`src/rtl/arb_oht_if.sv`:
```
// rtl/arb_oht_if.sv - request/grant handshake bundle between arb_oht and its grant consumer.
interface arb_oht_if #(
  parameter int WIDTH = 16
);
  logic [WIDTH-1:0] req;
  logic             gnt_vld;
  logic             gnt_rdy;
  logic [WIDTH-1:0] gnt;

  modport master (
    input  req,
    input  gnt_rdy,
    output gnt_vld,
    output gnt
  );

  modport slave (
    output req,
    output gnt_rdy,
    input  gnt_vld,
    input  gnt
  );
endinterface

```
`src/rtl/arb_oht.sv`:
```
// rtl/arb_oht.sv - registered one-hot request arbiter with valid/ready grant handshake.
// Fixed priority by default; define ARB_OHT_ROUND_ROBIN_EN for round-robin arbitration.
module arb_oht #(
  parameter int WIDTH          = 16,
  parameter int SPLIT          = 4,
  parameter int IMPLEMENTATION = 0
) (
  input  logic     clk,
  input  logic     rst,
  arb_oht_if.master bus
);
  localparam int PW  = $clog2(WIDTH);
  localparam int NG  = (WIDTH + SPLIT - 1) / SPLIT;
  localparam int PAD = NG * SPLIT;

  typedef enum logic {IDLE, GRANT} state_t;

  state_t           state;
  logic [WIDTH-1:0] gnt_q;
  logic             vld_q;
  logic [WIDTH-1:0] sel;
  logic             xfer;

  // Lowest-set-bit to one-hot: radix-SPLIT tree (groups, then group select) or flat carry form.
  function automatic logic [WIDTH-1:0] pick_low(input logic [WIDTH-1:0] v);
    logic [PAD-1:0]   vp;
    logic [PAD-1:0]   loc;
    logic [PAD-1:0]   res;
    logic [NG-1:0]    grp_any;
    logic [NG-1:0]    grp_sel;
    logic [SPLIT-1:0] grp;
    if (IMPLEMENTATION == 0) begin
      vp = PAD'(v);
      for (int g = 0; g < NG; g++) begin
        grp                    = vp[g*SPLIT +: SPLIT];
        grp_any[g]             = |grp;
        loc[g*SPLIT +: SPLIT]  = grp & (~grp + SPLIT'(1));
      end
      grp_sel = grp_any & (~grp_any + NG'(1));
      for (int g = 0; g < NG; g++) begin
        res[g*SPLIT +: SPLIT] = grp_sel[g] ? loc[g*SPLIT +: SPLIT] : '0;
      end
      return res[WIDTH-1:0];
    end else begin
      return v & (~v + WIDTH'(1));
    end
  endfunction

  assign xfer = vld_q & bus.gnt_rdy;

`ifdef ARB_OHT_ROUND_ROBIN_EN
  logic [PW-1:0]    ptr;
  logic [PW-1:0]    gnt_idx;
  logic [PW-1:0]    sel_ptr;
  logic [WIDTH-1:0] masked;

  // On a back-to-back transfer the grant being accepted becomes the priority pointer.
  always_comb begin
    gnt_idx = '0;
    for (int i = 0; i < WIDTH; i++) begin
      if (gnt_q[i]) gnt_idx = gnt_idx | PW'(i);
    end
    sel_ptr = xfer ? gnt_idx : ptr;
    masked  = '0;
    for (int i = 0; i < WIDTH; i++) begin
      masked[i] = bus.req[i] && (PW'(i) > sel_ptr);
    end
    sel = (|masked) ? pick_low(masked) : pick_low(bus.req);
  end
`else
  always_comb begin
    sel = pick_low(bus.req);
  end
`endif

  always_ff @(posedge clk) begin
    if (rst) begin
      state <= IDLE;
      gnt_q <= '0;
      vld_q <= 1'b0;
`ifdef ARB_OHT_ROUND_ROBIN_EN
      ptr   <= PW'(WIDTH - 1);
`endif
    end else begin
      case (state)
        IDLE: begin
          if (|bus.req) begin
            gnt_q <= sel;
            vld_q <= 1'b1;
            state <= GRANT;
          end
        end
        GRANT: begin
          if (bus.gnt_rdy) begin
`ifdef ARB_OHT_ROUND_ROBIN_EN
            ptr <= gnt_idx;
`endif
            if (|bus.req) begin
              gnt_q <= sel;
            end else begin
              gnt_q <= '0;
              vld_q <= 1'b0;
              state <= IDLE;
            end
          end
        end
        default: begin
          gnt_q <= '0;
          vld_q <= 1'b0;
          state <= IDLE;
        end
      endcase
    end
  end

  assign bus.gnt     = gnt_q;
  assign bus.gnt_vld = vld_q;
endmodule

```
`src/flat_wrapper.sv`:
```
// flat-port wrapper written by rule: the top's interface ports become plain ports
module arb_oht_flat 
#(
  parameter int WIDTH          = 16,
  parameter int SPLIT          = 4,
  parameter int IMPLEMENTATION = 0
)
  (clk, rst, bus_req, bus_gnt_rdy, bus_gnt_vld, bus_gnt);
  arb_oht_if #(.WIDTH(WIDTH)) bus_i ();
  input  logic clk;
  input  logic rst;
  input wire logic [$bits(bus_i.req)-1:0] bus_req;
  input wire logic [$bits(bus_i.gnt_rdy)-1:0] bus_gnt_rdy;
  output wire logic [$bits(bus_i.gnt_vld)-1:0] bus_gnt_vld;
  output wire logic [$bits(bus_i.gnt)-1:0] bus_gnt;
  assign bus_i.req = bus_req;
  assign bus_i.gnt_rdy = bus_gnt_rdy;
  assign bus_gnt_vld = bus_i.gnt_vld;
  assign bus_gnt = bus_i.gnt;
  arb_oht #(.WIDTH(WIDTH), .SPLIT(SPLIT), .IMPLEMENTATION(IMPLEMENTATION)) u_core (.clk(clk), .rst(rst), .bus(bus_i));
endmodule
```
`config.mk`:
```
export PLATFORM = sky130hd
export DESIGN_NAME = arb_oht_flat
export DESIGN_NICKNAME = d
export VERILOG_FILES = /design/src/rtl/arb_oht_if.sv /design/src/rtl/arb_oht.sv /design/src/flat_wrapper.sv
export SDC_FILE = /design/constraint.sdc
export NUM_CORES = 1
export LEC_CHECK = 0
export BUFFER_PORTS_ARGS = -buffer_cell sky130_fd_sc_hd__buf_4
export CAP_MARGIN = 20
export CORE_MARGIN = 2
export CORE_UTILIZATION = 51
export DETAILED_ROUTE_END_ITERATION = 8
export HOLD_SLACK_MARGIN = 0.05
export PLACE_DENSITY = 0.92
export SKIP_CTS_REPAIR_TIMING = 1
export SLEW_MARGIN = 20
export SYNTH_ARGS = -nofsm -noshare
export SYNTH_HDL_FRONTEND = slang
export SYNTH_SLANG_ARGS = --single-unit
```
`constraint.sdc`:
```
create_clock -name clk -period 3.65 [get_ports clk]
set_clock_uncertainty 0.2 [all_clocks]
set_input_delay 0.365 -clock clk [delete_from_list [all_inputs] [get_ports clk]]
set_output_delay 0.365 -clock clk [all_outputs]
set_load 0.02 [all_outputs]
```
Word level (Yosys, flattened, before mapping)
Cells that the tools add are included.
- equality and inequality tests: 3
- bitwise logic cells: 11
- muxes and demuxes: 15
- add/sub/neg operators: 5
- reduce and logical (&&, ||, !) cells: 7
- operator list (cell ; count):
    $mux W16 ; 3
    $pmux W16 S2 ; 1
    $add A4 B1 Y4 const B ; 5
    $and A4 B4 Y4 ; 5
    $not A4 Y4 ; 5
    $mux W4 ; 4
    $reduce_or A16 Y1 ; 1
    $reduce_or A4 Y1 ; 4
    $mux W1 ; 5
    $ne A2 B2 Y1 const B ; 2
    $pmux W1 S2 ; 2
    $reduce_and A3 Y1 ; 1
    $ne A2 B1 Y1 const B ; 1
    $reduce_and A2 Y1 ; 1
    $not A1 Y1 ; 1
- input port bits: 19
- flip-flop bits (word level): 18
- word-level logic and storage cells: 44
- output and inout port bits: 17

Depth between registers and ports, before layout
Gate-level depths: netlist (run 1).
- word-level depth: 8
- gate-level depth with buffers: 5
- gate-level depth less buffers: 4

Worst setup path before layout (run 1)
OpenSTA, ideal clock, no wires.
- path kind: input-to-reg
- from: input bus_req[1]
- to: register u_core.gnt_q[14], in the netlist u_core.bus.gnt[14]
- stages: 5
- library setup time: 0.088 ns
- arrival time: 1.511 ns
- path buffers: 1
- required time: 3.362 ns
- slack: 1.851 ns
- cells stage by stage: or4_4 buf_6 nor3_4 nand4b_2 o32ai_2
- longest elaborated chain between the ends: 8
- elaborated cells on any way between the ends: 12
- classes of those cells: 1 x add/sub; 1 x eq/ne; 5 x mux; 2 x bitwise; 3 x reduce/logical
- ends and longest elaborated chain (item ; RTL line ; source):
    start, declared ; flat_wrapper.sv:12 ; input wire logic [$bits(bus_i.req)-1:0] bus_req;
    $reduce_or A4 Y1 ; arb_oht.sv:36 ; grp_any[g] = |grp;
    $not A4 Y4 ; arb_oht.sv:39 ; grp_sel = grp_any & (~grp_any + NG'(1));
    $add A4 B1 Y4 ; arb_oht.sv:39 ;
    $and A4 B4 Y4 ; arb_oht.sv:39 ;
    $mux W4 ; arb_oht.sv:41 ; res[g*SPLIT +: SPLIT] = grp_sel[g] ? loc[g*SPLIT +: SPLIT] : '0;
    $mux W16 ; arb_oht.sv:98 ; if (|bus.req) begin
    $mux W16 ; arb_oht.sv:94 ; if (bus.gnt_rdy) begin
    $pmux W16 S2 ; arb_oht.sv:85 ; case (state)
    end signal, assigned ; arb_oht.sv:88 ; gnt_q <= sel;
    end signal, assigned ; arb_oht.sv:99 ; gnt_q <= sel;
    end, declared ; arb_oht.sv:19 ; logic [WIDTH-1:0] gnt_q;
Parallel ways exist; a longest one is shown, timed or not. The select of a mux whose other input is x is not followed.
A chain may end at the register's enable or synchronous reset.

Final worst setup path (run 1)
- from: register u_core.state
- to: register u_core.gnt_q[5], in the netlist u_core.bus.gnt[5]
- longest elaborated chain between the ends: 3
- elaborated cells on any way between the ends: 5
- classes of those cells: 2 x eq/ne; 1 x mux; 1 x bitwise; 1 x reduce/logical
- ends and longest elaborated chain (item ; RTL line ; source):
    start, declared ; arb_oht.sv:18 ; state_t state;
    start signal, assigned ; arb_oht.sv:78 ; state <= IDLE;
    start signal, assigned ; arb_oht.sv:90 ; state <= GRANT;
    start signal, assigned ; arb_oht.sv:103 ; state <= IDLE;
    $not A1 Y1 ; arb_oht.sv:85 ;
    $ne A2 B1 Y1 (no source line) ; n/a ;
    $reduce_and A2 Y1 (no source line) ; n/a ;
Parallel ways exist; a longest one is shown, timed or not.

==> results of run 1 <==
==> synthesized netlist by cell type <==
library cell,n
o21ai_0,3
nand2b_1,1
o22ai_2,1
nor2b_1,2
a32oi_1,1
inv_1,3
nor2_8,1
and4b_1,1
o32ai_2,2
nand2_2,1
nand4_1,2
or4_4,2
nor3_1,2
nand4b_2,1
clkbuf_1,1
nor4b_1,1
a21oi_1,5
nor2_1,6
nand4b_1,3
a21oi_4,1
nand2_1,13
nor3_4,1
a22oi_1,1
clkinv_1,1
a211oi_1,4
nand3b_1,1
nand3_1,8
clkbuf_8,2
mux2i_1,2
dfxtp_1,18
nor3_2,1
o31a_2,1
o22ai_1,1
buf_6,2
a31oi_1,3
nor4_1,2
==> kinds of logic after synthesis <==
logic type	after synthesis
buf+inv	9
compound gates	23
mux	2
simple gates	49
flops	18
==> worst max-delay path, stage by stage (launching register included) <==
cell and delay [ns]:
dfxtp_1 0.40, nor2b_1 0.69, nor2_1 0.17, a32oi_1 0.28, a21oi_1 0.09
==> report_power, final <==
group | switching (W) | internal (W) | leakage, nW | total (W)
sequential | 0.00000242 | 0.000199 | 0.146 | 0.000202
combinational | 0.0000309 | 0.0000248 | 0.339 | 0.0000557
clock | 0.0000653 | 0.0000608 | 0.0210 | 0.000126
==> cell usage in the layout, fill, tap and decap left out, types with 3 or more instances in the layout <==
cell / instances
a211oi_1: 4
a21oi_1: 5
a31oi_1: 3
buf_4: 35
clkbuf_4: 3
dfxtp_1: 18
inv_1: 3
nand2_1: 13
nand3_1: 8
nand4b_1: 3
nor2_1: 6
o21ai_0: 3
==> final cells by class <==
class	instances	area, um^2
multi-input combinational	74	510
fill	144	510
sequential	18	360
timing repair buffer	35	263
clock buffer	4	36.3
tap	25	31.3
inverter	4	15.0
==> path summary, 6_finish.rpt <==
path | depth (start not counted) | start | slack (ns) | endpoint
worst max-delay path | 4 | u_core.state | 1.74 | u_core.bus.gnt[5]
worst min-delay path | 3 | bus_req[10] | 0.12 | u_core.bus.gnt[10]
worst max register to register | 4 | u_core.state | 1.74 | u_core.bus.gnt[5]
worst min register to register | 2 | u_core.bus.gnt[13] | 0.27 | u_core.bus.gnt[13]
==> through the flow <==
step,total power (W),worst slack (ns),util,hold WS (ns)
detailed placement,0.000261,1.64,0.683,0.255
global placement,0.000259,1.72,0.683,0.254
CTS,0.000383,1.73,0.704,0.115
finish,0.000384,1.74,0.704,0.122
floorplan,0.000235,1.85,-,0.295
global route,0.000399,1.64,0.704,0.126
==> routing by layer <==
metal,track usage,up-vias
li1,-,443
met4,0.117,0
met1,0.286,418
met5,0,-
met3,0.0462,8
met2,0.353,41
==> flip-flops by register name, indices dropped and copies added, names as in the netlist <==
register and cells:
u_core.state 1, u_core.bus.gnt 16, u_core.bus.gnt_vld 1
==> results.cfg, run 1 <==
[status]
outcome = finished, final reports clean

[synthesis]
synthAdderAreaFrac = 0
syn_area_per_cell_um2 = 9.30
ys_seq_area_frac = 0.383
netlist_area_um2 = 940
synth_top_family_by_area = simple AND/OR/NAND/NOR gates
synth_xor_area_frac = 0
muxShareOfSynthArea = 0.0213
ys_types = 36
yosys.area_share.simple = 0.328
yosys.area.top_type = dfxtp_1
yosys_register_bits = 18
synth-compound-area-share = 0.194
yosysWarnings = 0
syn_inst = 101
yosys.area.top_type_share = 0.383
synth_area_leaders = dfxtp_1 (38%), nand2_1 (5.2%), nand3_1 (4.3%)
synth_fp_nets = 120

[power]
powerDensity_nw_per_um2 = 315
p_leak_nw = 0.506
ir_worst_vdd_uv = 232

[die]
num_io_pins = 36
die_h_um = 46.9
die-area_um2 = 2200
die_x_um = 46.9
placementRows = 15
coreArea_um2 = 1730
start_util = 0.544

[timing]
tightest_slew_ns = 0.818
setup_viol = 0
hold_viol_final = 0
slew_viol_final = 0
post-route-period-util = 0.524
fin_tns_setup_ns = 0
grt_setup_unrepaired = false
fmax_mhz = 523
min_period_ns = 1.91
maxSlewHeadroom = 0.454

[min_path]
holdCritPathClass = input port to flop

[clocking]
htreeDepth = 1
insertion_delay_ns = 0.28
clk_pin_slew_ns = 0.12
cts_made_buffers = 3
root_buffer = clkbuf_4
cts_buffer_depth = 2
cts_tree = yes
cts.sinks = 18

[final_layout]
area_growth_pct = 29.4
antenna_cells = 0
fin_nets = 155
drive_above_1_share = 0.378
finalNonFillerCells = 160
fin_area_um2 = 1220

[global_route]
grt_max_degree = 14
overflow = 0
grt_pass1_wl_um = 3470
grt_pass1_vias = 813
antenna_found_initial = 0
gr-usage-all-layers = 0.223

[detailed_routing]
dr.pass1.iters = 4
final_antenna_net_count = 0
wl_met3_um = 176
route.vias.total = 910
first_iter_violations = 25
wl_per_cell_um = 14.5
drc = 0
via_per_inst = 5.69
drt_wl_total_um = 2310
wl_met1_um = 958
top_layer = met4
wl_met2_um = 1120

[flow_run]
drv_cap = 0

[placed_design]
placed_cells = 156
hpwl_um = 1780
place.gp.congestion = 0.845
place.port_buffers = 35
placed_area_um2 = 1180

[setup_path]
path_class = flop to flop
path_max_fanout = 10
start_kind = flop
worst_ep_arrival_time_ns = 1.92
cp.required_ns = 3.66
crit_path_end_kind = flop
Power figures use the tool's default switching activity.
==> run 2, diff against run 1 <==
CORE_UTILIZATION = 47   (was 51)
PLACE_DENSITY = 0.86   (was 0.92)
clock period = 1.8 ns   (was 3.65 ns; I/O delays follow)
==> results.cfg, run 2 (same netlist as run 1, synthesis figures left out) <==
[final_layout]
antenna_cells = 0
drive_above_1_share = 0.351
layout_commonest_cell = buf_4
n_fill_cell = 142
layout_common_cells = buf_4 (38), dfxtp_1 (18), dlygate4sd3_1 (16)
final_util = 0.729
area_growth_pct = 49.1
largest_register_ffs = 16
fin_nets = 174

[detailed_routing]
via_per_inst = 5.52
final_antenna_net_count = 0
dr.pass1.iters = 6
wl_per_cell_um = 14.3
route.vias.total = 999
first_iter_violations = 18
drc = 0
drt_wl_total_um = 2580

[die]
coreArea_um2 = 1920
die_x_um = 48.7
placementRows = 16
num_io_pins = 36
die_h_um = 48.7
start_util = 0.489
die-area_um2 = 2370

[timing]
hold_viol_final = 0
grt_setup_unrepaired = false
post-route-period-util = 0.847
setup_viol = 0
min_period_ns = 1.52
fin_ws_ns = 0.276
fin_hold_ws_ns = 0.0287
fin_tns_setup_ns = 0
slew_viol_final = 0
maxSlewHeadroom = 0.690
tightest_slew_ns = 0.465
fmax_mhz = 656

[clocking]
clk_pin_slew_ns = 0.11
cts_buffer_depth = 2
cts_tree = yes
root_buffer = clkbuf_4
insertion_delay_ns = 0.30
cts.sinks = 18
cts_made_buffers = 3
htreeDepth = 1

[global_route]
grt_max_degree = 14
antenna_found_initial = 0
grt_pass1_vias = 905
gr-usage-all-layers = 0.202
grt_pass1_wl_um = 3710
overflow = 0

[status]
outcome = finished, final reports clean

[setup_path]
cp_slowest_stage_delay_ns = 0.39
start_kind = flop
path_cells = and4b_1 -> a21oi_4 -> mux2i_1
crit_path_top_delay_cell = dfxtp_1
cp.required_ns = 1.84
worst_ep_arrival_time_ns = 1.56
crit_path_end_kind = flop
path_max_fanout = 9
path_class = flop to flop

[placed_design]
detailedPlace.worstSlack_ns = 0.0324
place.port_buffers = 35
hpwl_um = 1670
place.gp.congestion = 0.820

[power]
powerDensity_nw_per_um2 = 579
p_leak_nw = 0.588
ir_worst_vdd_uv = 364

[min_path]
holdCritPathClass = input port to flop

[flow_run]
drv_cap = 0
## run 2: layout make-up
class / count / area [um^2] / area share
multi-input cells: 74 / 510 / 0.364
repair buffers: 54 / 445 / 0.318
flip-flops and latches: 18 / 360 / 0.257
clock buffers: 4 / 36.3 / 0.0259
well taps: 27 / 33.8 / 0.0241
inverters: 4 / 15.0 / 0.0107
## run 2: where the power goes
group / total, W / switching, W / internal [W]
clock network: 0.000256 / 0.000132 / 0.000123
registers: 0.000409 / 0.00000434 / 0.000404
logic: 0.000148 / 0.0000706 / 0.0000769
total: 0.000812 / 0.000207 / 0.000605
## run 2: path summary, 6_finish.rpt
check                                       start                 end  slack, ns  cells past startpoint
worst max-delay path                 u_core.state  u_core.bus.gnt[13]       0.28                      3
worst min-delay path                   bus_req[2]   u_core.bus.gnt[3]       0.03                      4
worst max register to register       u_core.state  u_core.bus.gnt[13]       0.28                      3
worst min register to register  u_core.bus.gnt[7]   u_core.bus.gnt[7]       0.27                      2
## run 2: through the flow
stage | total power [W] | cells | area, um^2
finish | 0.000812 | 181 | 1400
global route | 0.000844 | 181 | 1400
CTS | 0.000781 | 165 | 1240
detailed placement | 0.000534 | 161 | 1200
global placement | 0.000531 | 161 | 1200
floorplan | 0.000477 | 101 | 940
## run 2: critical path: cells and delay by family (launching register included)
| kind | cells | cell delay [ns] |
|---|---|---|
| flip-flops | 1 | 0.39 |
| multiplexers | 1 | 0.22 |
| AND/OR/NAND/NOR | 1 | 0.31 |
| AO/OA/AOI/OAI | 1 | 0.33 |
## run 2: routing by layer
layer / up-vias / global-route usage / share of wire
li1: 484 / - / -
met1: 478 / 0.212 / 0.42
met2: 33 / 0.370 / 0.50
met3: 4 / 0.0278 / 0.057
met4: 0 / 0.133 / 0.021
met5: - / 0 / 0
==> run 3, diff against run 2 <==
clock period = 1.55 ns   (was 1.8 ns; I/O delays follow)
==> results.cfg, run 3 (same netlist as run 1, synthesis figures left out) <==
[timing]
grt_setup_unrepaired = false
maxSlewHeadroom = 0.697
post-route-period-util = 0.968
hold_viol_final = 0
tightest_slew_ns = 0.451
fmax_mhz = 666
fin_ws_ns = 0.0496
slew_viol_final = 0
setup_viol = 0
fin_tns_setup_ns = 0
min_period_ns = 1.50

[final_layout]
drive_above_1_share = 0.406
area_growth_pct = 55.4
multiInputGateArea_um2 = 522
layout_commonest_cell = buf_4
finalNonFillerCells = 187
final_util = 0.760
fin_nets = 180
regArea_um2 = 360
layout_common_cells = buf_4 (47), dfxtp_1 (18), nand2_1 (13)
largest_register_ffs = 16
antenna_cells = 0
n_fill_cell = 129

[min_path]
hold_depth = 4
holdCritPathClass = input port to flop

[setup_path]
start_kind = flop
crit_path_top_delay_cell = and4b_1
worst_ep_arrival_time_ns = 1.52
cp_top_family = simple AND/OR/NAND/NOR gates
path_max_fanout = 9
path_class = flop to flop
cp_slowest_stage_delay_ns = 0.41
startpoint = u_core.state
cp.depth = 4
r2r_cells = 4
crit_buf_inv = 1
crit_path_end_kind = flop
timing.rr.start = u_core.state
rrSetupSlack_ns = 0.05
cp.required_ns = 1.57
crit_path_end = u_core.bus.gnt[14]
path_cells = and4b_1 -> a21oi_4 -> buf_12 -> o32ai_2
rr_endpoint = u_core.bus.gnt[14]

[detailed_routing]
drt_wl_total_um = 3110
wl_met2_um = 1530
final_antenna_net_count = 0
dr.pass1.iters = 5
top_layer = met4
first_iter_violations = 25
route.vias.total = 1102
via_per_inst = 5.89
wl_per_cell_um = 16.6
drc = 0
wl_met3_um = 275
wl_met1_um = 1180

[global_route]
antenna_found_initial = 0
grt_pass1_wl_um = 4380
grt_max_degree = 14
overflow = 0
gr-usage-all-layers = 0.238
grt_pass1_vias = 985

[die]
coreArea_um2 = 1920
die_x_um = 48.7
num_io_pins = 36
die_h_um = 48.7
die-area_um2 = 2370
placementRows = 16
start_util = 0.489

[clocking]
cts.sinks = 18
insertion_delay_ns = 0.30
clk_pin_slew_ns = 0.11
cts_tree = yes
cts_buffer_depth = 2
root_buffer = clkbuf_4
htreeDepth = 1
cts_made_buffers = 3

[placed_design]
place.gp.congestion = 0.806
detailedPlace.worstSlack_ns = -0.199
hpwl_um = 1940
placed_cells = 170
place.port_buffers = 35

[power]
p_leak_nw = 0.641
powerDensity_nw_per_um2 = 659
ir_worst_vdd_uv = 456

[flow_run]
drv_cap = 0

[status]
outcome = finished, final reports clean
==> run 3: per-stage QoR <==
stage / total power, W / area, um^2 / hold WS [ns]
global placement: 0.000633 / 1280 / 0.241
floorplan: 0.000555 / 948 / 0.0854
CTS: 0.000923 / 1320 / -0.0718
global route: 0.00101 / 1460 / 0.0495
finish: 0.000962 / 1460 / 0.0596
detailed placement: 0.000637 / 1280 / 0.244
==> run 3: worst reg2reg max path: stages (launching register included) <==
cell     delay (ns)
dfxtp_1        0.37
and4b_1        0.41
a21oi_4        0.10
buf_12         0.14
o32ai_2        0.21
==> run 3: per-layer routing <==
metal | up-vias | GRT usage
met4 | 0 | 0.143
met2 | 70 | 0.400
met1 | 522 | 0.261
li1 | 496 | -
met5 | - | 0
met3 | 14 | 0.0772
==> run 3: worst min path at each step <==
stage | to | from | slack [ns]
after floorplan | u_core.bus.gnt[1] | bus_req[1] | 0.09
after global placement | u_core.bus.gnt[12] | bus_req[12] | 0.24
after detailed placement | u_core.bus.gnt[12] | bus_req[12] | 0.24
after CTS | u_core.bus.gnt[12] | bus_req[12] | -0.07
after global routing | u_core.bus.gnt[7] | bus_req[6] | 0.05
final | u_core.state | bus_req[13] | 0.06
==> run 3: cell type report <==
class,count,area share
multi-input cells,74,0.357
repair buffers,60,0.338
flip-flops and latches,18,0.247
clock buffers,4,0.0249
well taps,27,0.0231
inverters,4,0.0103
==> run 3: report_power, final <==
part	switching, W	total [W]	internal (W)
registers	0.00000557	0.000475	0.000470
logic	0.0000907	0.000191	0.000100
clock network	0.000153	0.000296	0.000143
total	0.000249	0.000962	0.000713
